**src/rtl/regfile_wb_scheduler.sv**
```systemverilog
// Write-back scheduler: arbitrates ALU/load results onto the register-file write port
// and keeps a per-register pending-write scoreboard. Optional macro: WB_ARB_ROUND_ROBIN_EN.
module regfile_wb_scheduler #(
  parameter int CNT_W = 2
) (
  input  logic        clk,
  input  logic        rst_n,
  input  logic        alu_wb_valid,
  output logic        alu_wb_ready,
  input  logic [4:0]  alu_wb_addr,
  input  logic [31:0] alu_wb_data,
  input  logic        mem_wb_valid,
  output logic        mem_wb_ready,
  input  logic [4:0]  mem_wb_addr,
  input  logic [31:0] mem_wb_data,
  output logic        regfile_wr_en,
  output logic [4:0]  wr_addr,
  output logic [31:0] wr_data,
  input  logic        issue_valid,
  input  logic [4:0]  issue_rd,
  output logic        issue_ready,
  input  logic [4:0]  rs1_addr,
  input  logic [4:0]  rs2_addr,
  output logic        hazard_stall
);

  localparam logic [CNT_W-1:0] CNT_MAX  = '1;
  localparam logic [CNT_W-1:0] CNT_ZERO = '0;
  localparam logic [CNT_W-1:0] CNT_ONE  = {{(CNT_W-1){1'b0}}, 1'b1};

  logic mem_wins;

`ifdef WB_ARB_ROUND_ROBIN_EN
  logic alu_last_q;  // 1: ALU won the most recent conflict

  always_ff @(posedge clk or negedge rst_n) begin
    if (!rst_n) begin
      alu_last_q <= 1'b1;
    end else if (alu_wb_valid && mem_wb_valid) begin
      alu_last_q <= alu_wb_ready;
    end
  end

  assign mem_wins = alu_last_q;
`else
  assign mem_wins = 1'b1;
`endif

  assign mem_wb_ready = mem_wb_valid && (!alu_wb_valid || mem_wins);
  assign alu_wb_ready = alu_wb_valid && !mem_wb_ready;

  always_ff @(posedge clk or negedge rst_n) begin
    if (!rst_n) begin
      regfile_wr_en <= 1'b0;
      wr_addr       <= 5'd0;
      wr_data       <= 32'd0;
    end else begin
      regfile_wr_en <= (mem_wb_ready && (mem_wb_addr != 5'd0)) ||
                       (alu_wb_ready && (alu_wb_addr != 5'd0));
      if (mem_wb_ready) begin
        wr_addr <= mem_wb_addr;
        wr_data <= mem_wb_data;
      end else if (alu_wb_ready) begin
        wr_addr <= alu_wb_addr;
        wr_data <= alu_wb_data;
      end
    end
  end

  logic [CNT_W-1:0] cnt_q    [1:31];
  logic [CNT_W-1:0] cnt_view [32];
  logic [31:0]      inc_vec;
  logic [31:0]      dec_vec;
  logic             issue_fire;

  always_comb begin
    cnt_view[0] = CNT_ZERO;
    for (int r = 1; r < 32; r++) begin
      cnt_view[r] = cnt_q[r];
    end
  end

  always_comb begin
    dec_vec = '0;
    if (regfile_wr_en) begin
      dec_vec[wr_addr] = 1'b1;
    end
  end

  // A saturated counter can still accept an issue when the same register retires this cycle.
  assign issue_ready = !((issue_rd != 5'd0) && (cnt_view[issue_rd] == CNT_MAX) &&
                         !dec_vec[issue_rd]);
  assign issue_fire  = issue_valid && issue_ready && (issue_rd != 5'd0);

  always_comb begin
    inc_vec = '0;
    if (issue_fire) begin
      inc_vec[issue_rd] = 1'b1;
    end
  end

  for (genvar r = 1; r < 32; r++) begin : g_cnt
    always_ff @(posedge clk or negedge rst_n) begin
      if (!rst_n) begin
        cnt_q[r] <= CNT_ZERO;
      end else if (inc_vec[r] && !dec_vec[r]) begin
        cnt_q[r] <= cnt_q[r] + CNT_ONE;
      end else if (dec_vec[r] && !inc_vec[r] && (cnt_q[r] != CNT_ZERO)) begin
        cnt_q[r] <= cnt_q[r] - CNT_ONE;
      end
    end
  end

  assign hazard_stall = ((rs1_addr != 5'd0) && (cnt_view[rs1_addr] != CNT_ZERO)) ||
                        ((rs2_addr != 5'd0) && (cnt_view[rs2_addr] != CNT_ZERO));

endmodule

```
**config.mk**
```make
export PLATFORM = sky130hd
export DESIGN_NAME = regfile_wb_scheduler
export DESIGN_NICKNAME = d
export VERILOG_FILES = /design/src/rtl/regfile_wb_scheduler.sv
export SDC_FILE = /design/constraint.sdc
export NUM_CORES = 1
export LEC_CHECK = 0
export ABC_AREA = 1
export CAP_MARGIN = 5
export CORE_MARGIN = 2
export CORE_UTILIZATION = 50
export DETAILED_ROUTE_END_ITERATION = 8
export PLACE_DENSITY = 0.85
export SYNTH_ARGS = -nofsm -noshare
export SYNTH_HDL_FRONTEND = slang
export SYNTH_SLANG_ARGS = --single-unit
export TNS_END_PERCENT = 30
```
**constraint.sdc**
```tcl
create_clock -name clk -period 2.9 [get_ports clk]
set_clock_uncertainty 0.2 [all_clocks]
set_input_delay 0.58 -clock clk [delete_from_list [all_inputs] [get_ports clk]]
set_output_delay 0.58 -clock clk [all_outputs]
set_load 0.02 [all_outputs]
```
======== Yosys cells after proc, flatten, opt, wreduce, memory -nomap -nowiden ========
Index checks and enable logic that the tools add are counted.
operators by class
  add/subtract/negate cells ............... 62
  multipliers ............................. 0
  div/mod/pow operators ................... 0
  order comparisons ....................... 7
  equality and inequality tests ........... 1
  shift operators ......................... 0
  mux-type cells .......................... 83
  bitwise operators ....................... 3
  reductions and logical operators ........ 241
operator list
  operator                                                    number
  2-to-1 mux 2 bit                                            68
  nonzero test 2 bit                                          65
  2-to-1 mux 32 bit                                           4
  logical AND 1 bit                                           104
  zero test 1 bit                                             65
  adder 2 x 1 -> 2 bit, second input constant                 31
  subtractor 2 x 1 -> 2 bit, second input constant            31
  binary-select mux 2 bit (select 5 bit)                      3
  nonzero test 5 bit                                          5
  >= comparator 6 bit, second input constant                  3
  NOT 5 -> 6 bit                                              3
  less-than comparator 5 x 6 -> 1 bit, second input constant  2
  demux 1 bit (select 5 bit)                                  2
  >= comparator 5 x 1 -> 1 bit, second input constant         2
  2-to-1 mux 5 bit                                            2
  binary-select mux 1 bit (select 5 bit)                      1
  2-to-1 mux 1 bit                                            3
  == test 2 bit, second input constant                        1
  logical OR 1 bit                                            2
word-level totals
  flip-flop bits (word level) ............. 100
  bits in latches ......................... 0
  bits in writable memories ............... 0
  ROM bits ................................ 0
  bits of input ports ..................... 94
  word-level logic and storage cells ...... 431
  memories ................................ 0

======== Depth between registers and ports, before layout ========
  depth after elaboration ................. 18
  depth in mapped cells ................... 21
  depth with buffers taken out ............ 18

======== Least setup slack after synthesis ========
OpenSTA, ideal clock, no wires.
  path kind ............................... input to output
  start point ............................. in issue_rd[0]
  end point ............................... out issue_ready
  arrival time ............................ 1.763 ns
  data required time ...................... 2.120 ns
  slack ................................... 0.357 ns
  stages on the path ...................... 15
  cell sequence ........................... buf_6 > inv_4 > buf_4 > nand2_1 > nand2_1 > nand2_1 > nand2_1 > nand2_1 > nand2_1 > nor2_1 > nand2_1 > nand2_1 > nor2_2 > nand2_4 > buf_2
on the way
  longest elaborated chain between the ends .. 8
RTL lines
  what                                                 RTL line  source
  start, declared                                      20        input logic [4:0] issue_rd,
  NOT 5 -> 6 bit (implied by the code)                 91        assign issue_ready = !((issue_rd != 5'd0) && (cnt_view[issue_rd] == CNT_MAX) &&
  binary-select mux 2 bit (select 5 bit)               91
  2-to-1 mux 2 bit (implied by the code) (2 in a row)  91
  == test 2 bit                                        91
  logical AND 1 bit                                    91
  logical AND 1 bit (*)                                91
  zero test 1 bit (*)                                  91
  end, declared                                        21        output logic issue_ready,
Mark *: on every way between the ends. The rest lies on a longest branch, timed or not. The select of a mux whose other input is x is not followed.

======== Worst setup path after layout ========
  start point ............................. in issue_rd[4]
  end point ............................... out issue_ready
Same word-level chain as after synthesis.

==> qor.txt <==
Most area-consuming cells after synthesis -> dfrtp_1, nand2_1, nand3_1
Placed cell areas -> 9750 sq um
Synth Flop Type -> dfrtp_1
Relative max-transition margin -> 48.8%
Tmin final -> 2.86 ns
Post-synth ARST share -> 100%
R2R Path Start -> wr_addr[4]
HPWL Detailed -> 20100 um
# clock sinks -> 100
IO Pins -> 136
Buffers added on ports -> 135
Most frequent cell after synthesis -> nand2_1
Yosys reg bits -> 100
Via/cell ratio -> 5.55
Syn_nets -> 1283
Max_cap viols -> 0
Startpoint types -> input port
Tot Pwr -> 6360 uW
CTS Buf Count -> 9
First-pass GRT wire length -> 42300 um
Clock root buffer -> clkbuf_16
Residual DRC -> 0
TNS Setup -> 0 ns
Core ar. -> 14400 sq um
Initial antenna violation count -> 0
CP Class -> in2out
Top cell type's share of synthesized area -> 34.2%
Row Count -> 44
P per Cell Area -> 604 nW/um^2
Final nets -> 1533
DRT Wirelength -> 26500 um
Yosys warnings -> 0
Synth cell types -> 36
Final setup fails -> 0
Worst-margin pin slew -> 0.767 ns
Final Hold Viols -> 0
Clock Latency Late Sink -> 0.36 ns
Die width -> 125 um
Period utilisation layout -> 98.6%
Crit path DAT -> 2.08 ns
Final GP Congestion -> 0.998
GRT overflow -> 0
Average wire per standard cell -> 16.3 um
Peak supply drop -> 0.341 mV
Max Slew Vio Count -> 0
RSZ-0062 raised after global routing -> yes
Status -> completed
Hold Path Class -> reg2reg
Via count -> 9036
CTS tree -> yes
CTS H-tree depth -> 3
Cell taking the most area after synthesis -> dfrtp_1
Post-Synthesis Cell Area -> 7310 sq um
Post-synth EDFFs -> 0
Syn_area_per_cell -> 6.15 sq um
# fillers -> 1147
Hold wc startpoint -> cnt_q[39]
Post-synth top cells -> nand2_1, nand3_1, inv_1, dfrtp_1, nor2_1
CTS max path bufs -> 2
Post-detailed-route count of antenna-violating nets -> 0
Fraction of layout cells with a size suffix above 1 -> 18.3%
Worst-path maximum fanout -> 3
Worst-path clk slew -> 0.07 ns
Initial DRC count -> 848
LEAKAGE -> 0.00528 uW
Fin area -> 10500 sq um
CP Launch Point -> issue_rd[4]
Syn Inst Count -> 1189
Vias in the first global route -> 8626
Total die area -> 15600 sq um
Pin count of the biggest net entering global routing -> 46
CP required -> 2.12 ns
Initial core utilization -> 50.7%
First-pass iteration count of the detailed router -> 8
Final Non-Filler Cells -> 1628
Area grow syn2layout -> 44.1%
Crit path capture type -> output port
Highest clock rate -> 350 MHz
Sequential share of the synthesized area -> 34.2%
Antenna cells -> 0
Dpl cells -> 1596
Die height -> 125 um
GRT Total Usage -> 33.7%
==> final cells by class <==
class	count	area [sq um]	share of cell area (%)
clock buffer	10	239	2.27
multi-input combinational	930	4380	41.6
tap	184	230	2.19
clock inverter	6	109	1.03
sequential	100	2510	23.8
timing repair buffer	287	2640	25.1
inverter	111	432	4.10
==> worst max-delay path: stages <==
cell and delay [ns]:
dlygate4sd2_1 0.29, buf_4 0.17, nand3_1 0.11, buf_4 0.12, nor2_1 0.03, a21oi_1 0.15, nand2_1 0.07, nor2_1 0.09
nand2_1 0.09, nor2_2 0.15, nand2_4 0.09, buf_6 0.14
==> path summary, 6_finish.rpt <==
check	endpoint	slack (ns)	cells after the start
hold reg to reg	cnt_q[39]	0.29	2
hold / removal	cnt_q[39]	0.29	2
setup / recovery	issue_ready	0.04	12
setup reg to reg	cnt_q[24]	0.20	17
max in group asynchronous	wr_data[25]	1.29	3
min in group asynchronous	cnt_q[14]	0.49	2
==> power by group <==
part | total (uW) | internal, uW | switching [uW]
Combinational | 2720 | 1190 | 1540
Sequential | 2200 | 1800 | 406
Clock | 1440 | 867 | 568
==> through the flow <==
stage	util, %	setup slack [ns]	hold slack (ns)
floorplan	-	0.357	0.0844
global placement	67.6	-0.690	0.265
detailed placement	67.6	-0.719	0.279
CTS	70.8	-0.00491	0.291
global route	73.0	-0.0479	0.315
finish	73.0	0.0415	0.286
==> placed cells by master, fill, tap and decap left out, types with 3 or more instances in the layout <==
master             n
o211ai_1           5
clkdlybuf4s50_1  121
nand4_1           46
dlymetal6s2s_1     3
a21oi_1           26
dfrtp_1           95
nor2_2            20
o21ai_0           28
nor2_1            78
buf_6             12
nor2_4            10
or2_2              6
dfrtp_2            5
dlygate4sd2_1      4
inv_1             99
o31ai_1            4
nand3_1          128
nand2_1          491
inv_2             10
o21ai_2            5
o21ai_1           26
bufinv_16          3
nand2_2            7
buf_12             8
clkbuf_16          9
nand3_2           10
nor3_1             4
o21bai_1          10
buf_4            133
nand3_4            4
==> routing by layer <==
| metal | part of all wire [%] | vias up | GRT usage, % |
|---|---|---|---|
| li1 | - | 4341 | - |
| met1 | 38 | 4141 | 39.9 |
| met2 | 49 | 467 | 59.0 |
| met3 | 8.7 | 87 | 7.23 |
| met4 | 4.0 | 0 | 15.1 |
| met5 | 0 | - | 0 |
==> sequential cells by signal, indices dropped and copies added (netlist names) <==
| signal | flops |
|---|---|
| wr_addr | 5 |
| regfile_wr_en | 1 |
| cnt_q | 62 |
| wr_data | 32 |
==> kinds of logic after synthesis <==
logic type             Yosys count  share of synthesized area [%]
AO/OA/AOI/OAI                  118                           9.31
AND/OR/NAND/NOR                812                           47.4
buffers and inverters          159                           9.08
flip-flops                     100                           34.2
==> repair_timing <==
item,4_1_cts,5_1_grt
buffers inserted,3,12
hold endpoints to repair,27,0
pin swaps,5,18
setup endpoints to repair,62,53
hold buffers,1,0
gates resized for setup,50,92
gates cloned,1,0
(Power assumes the default switching activity.)
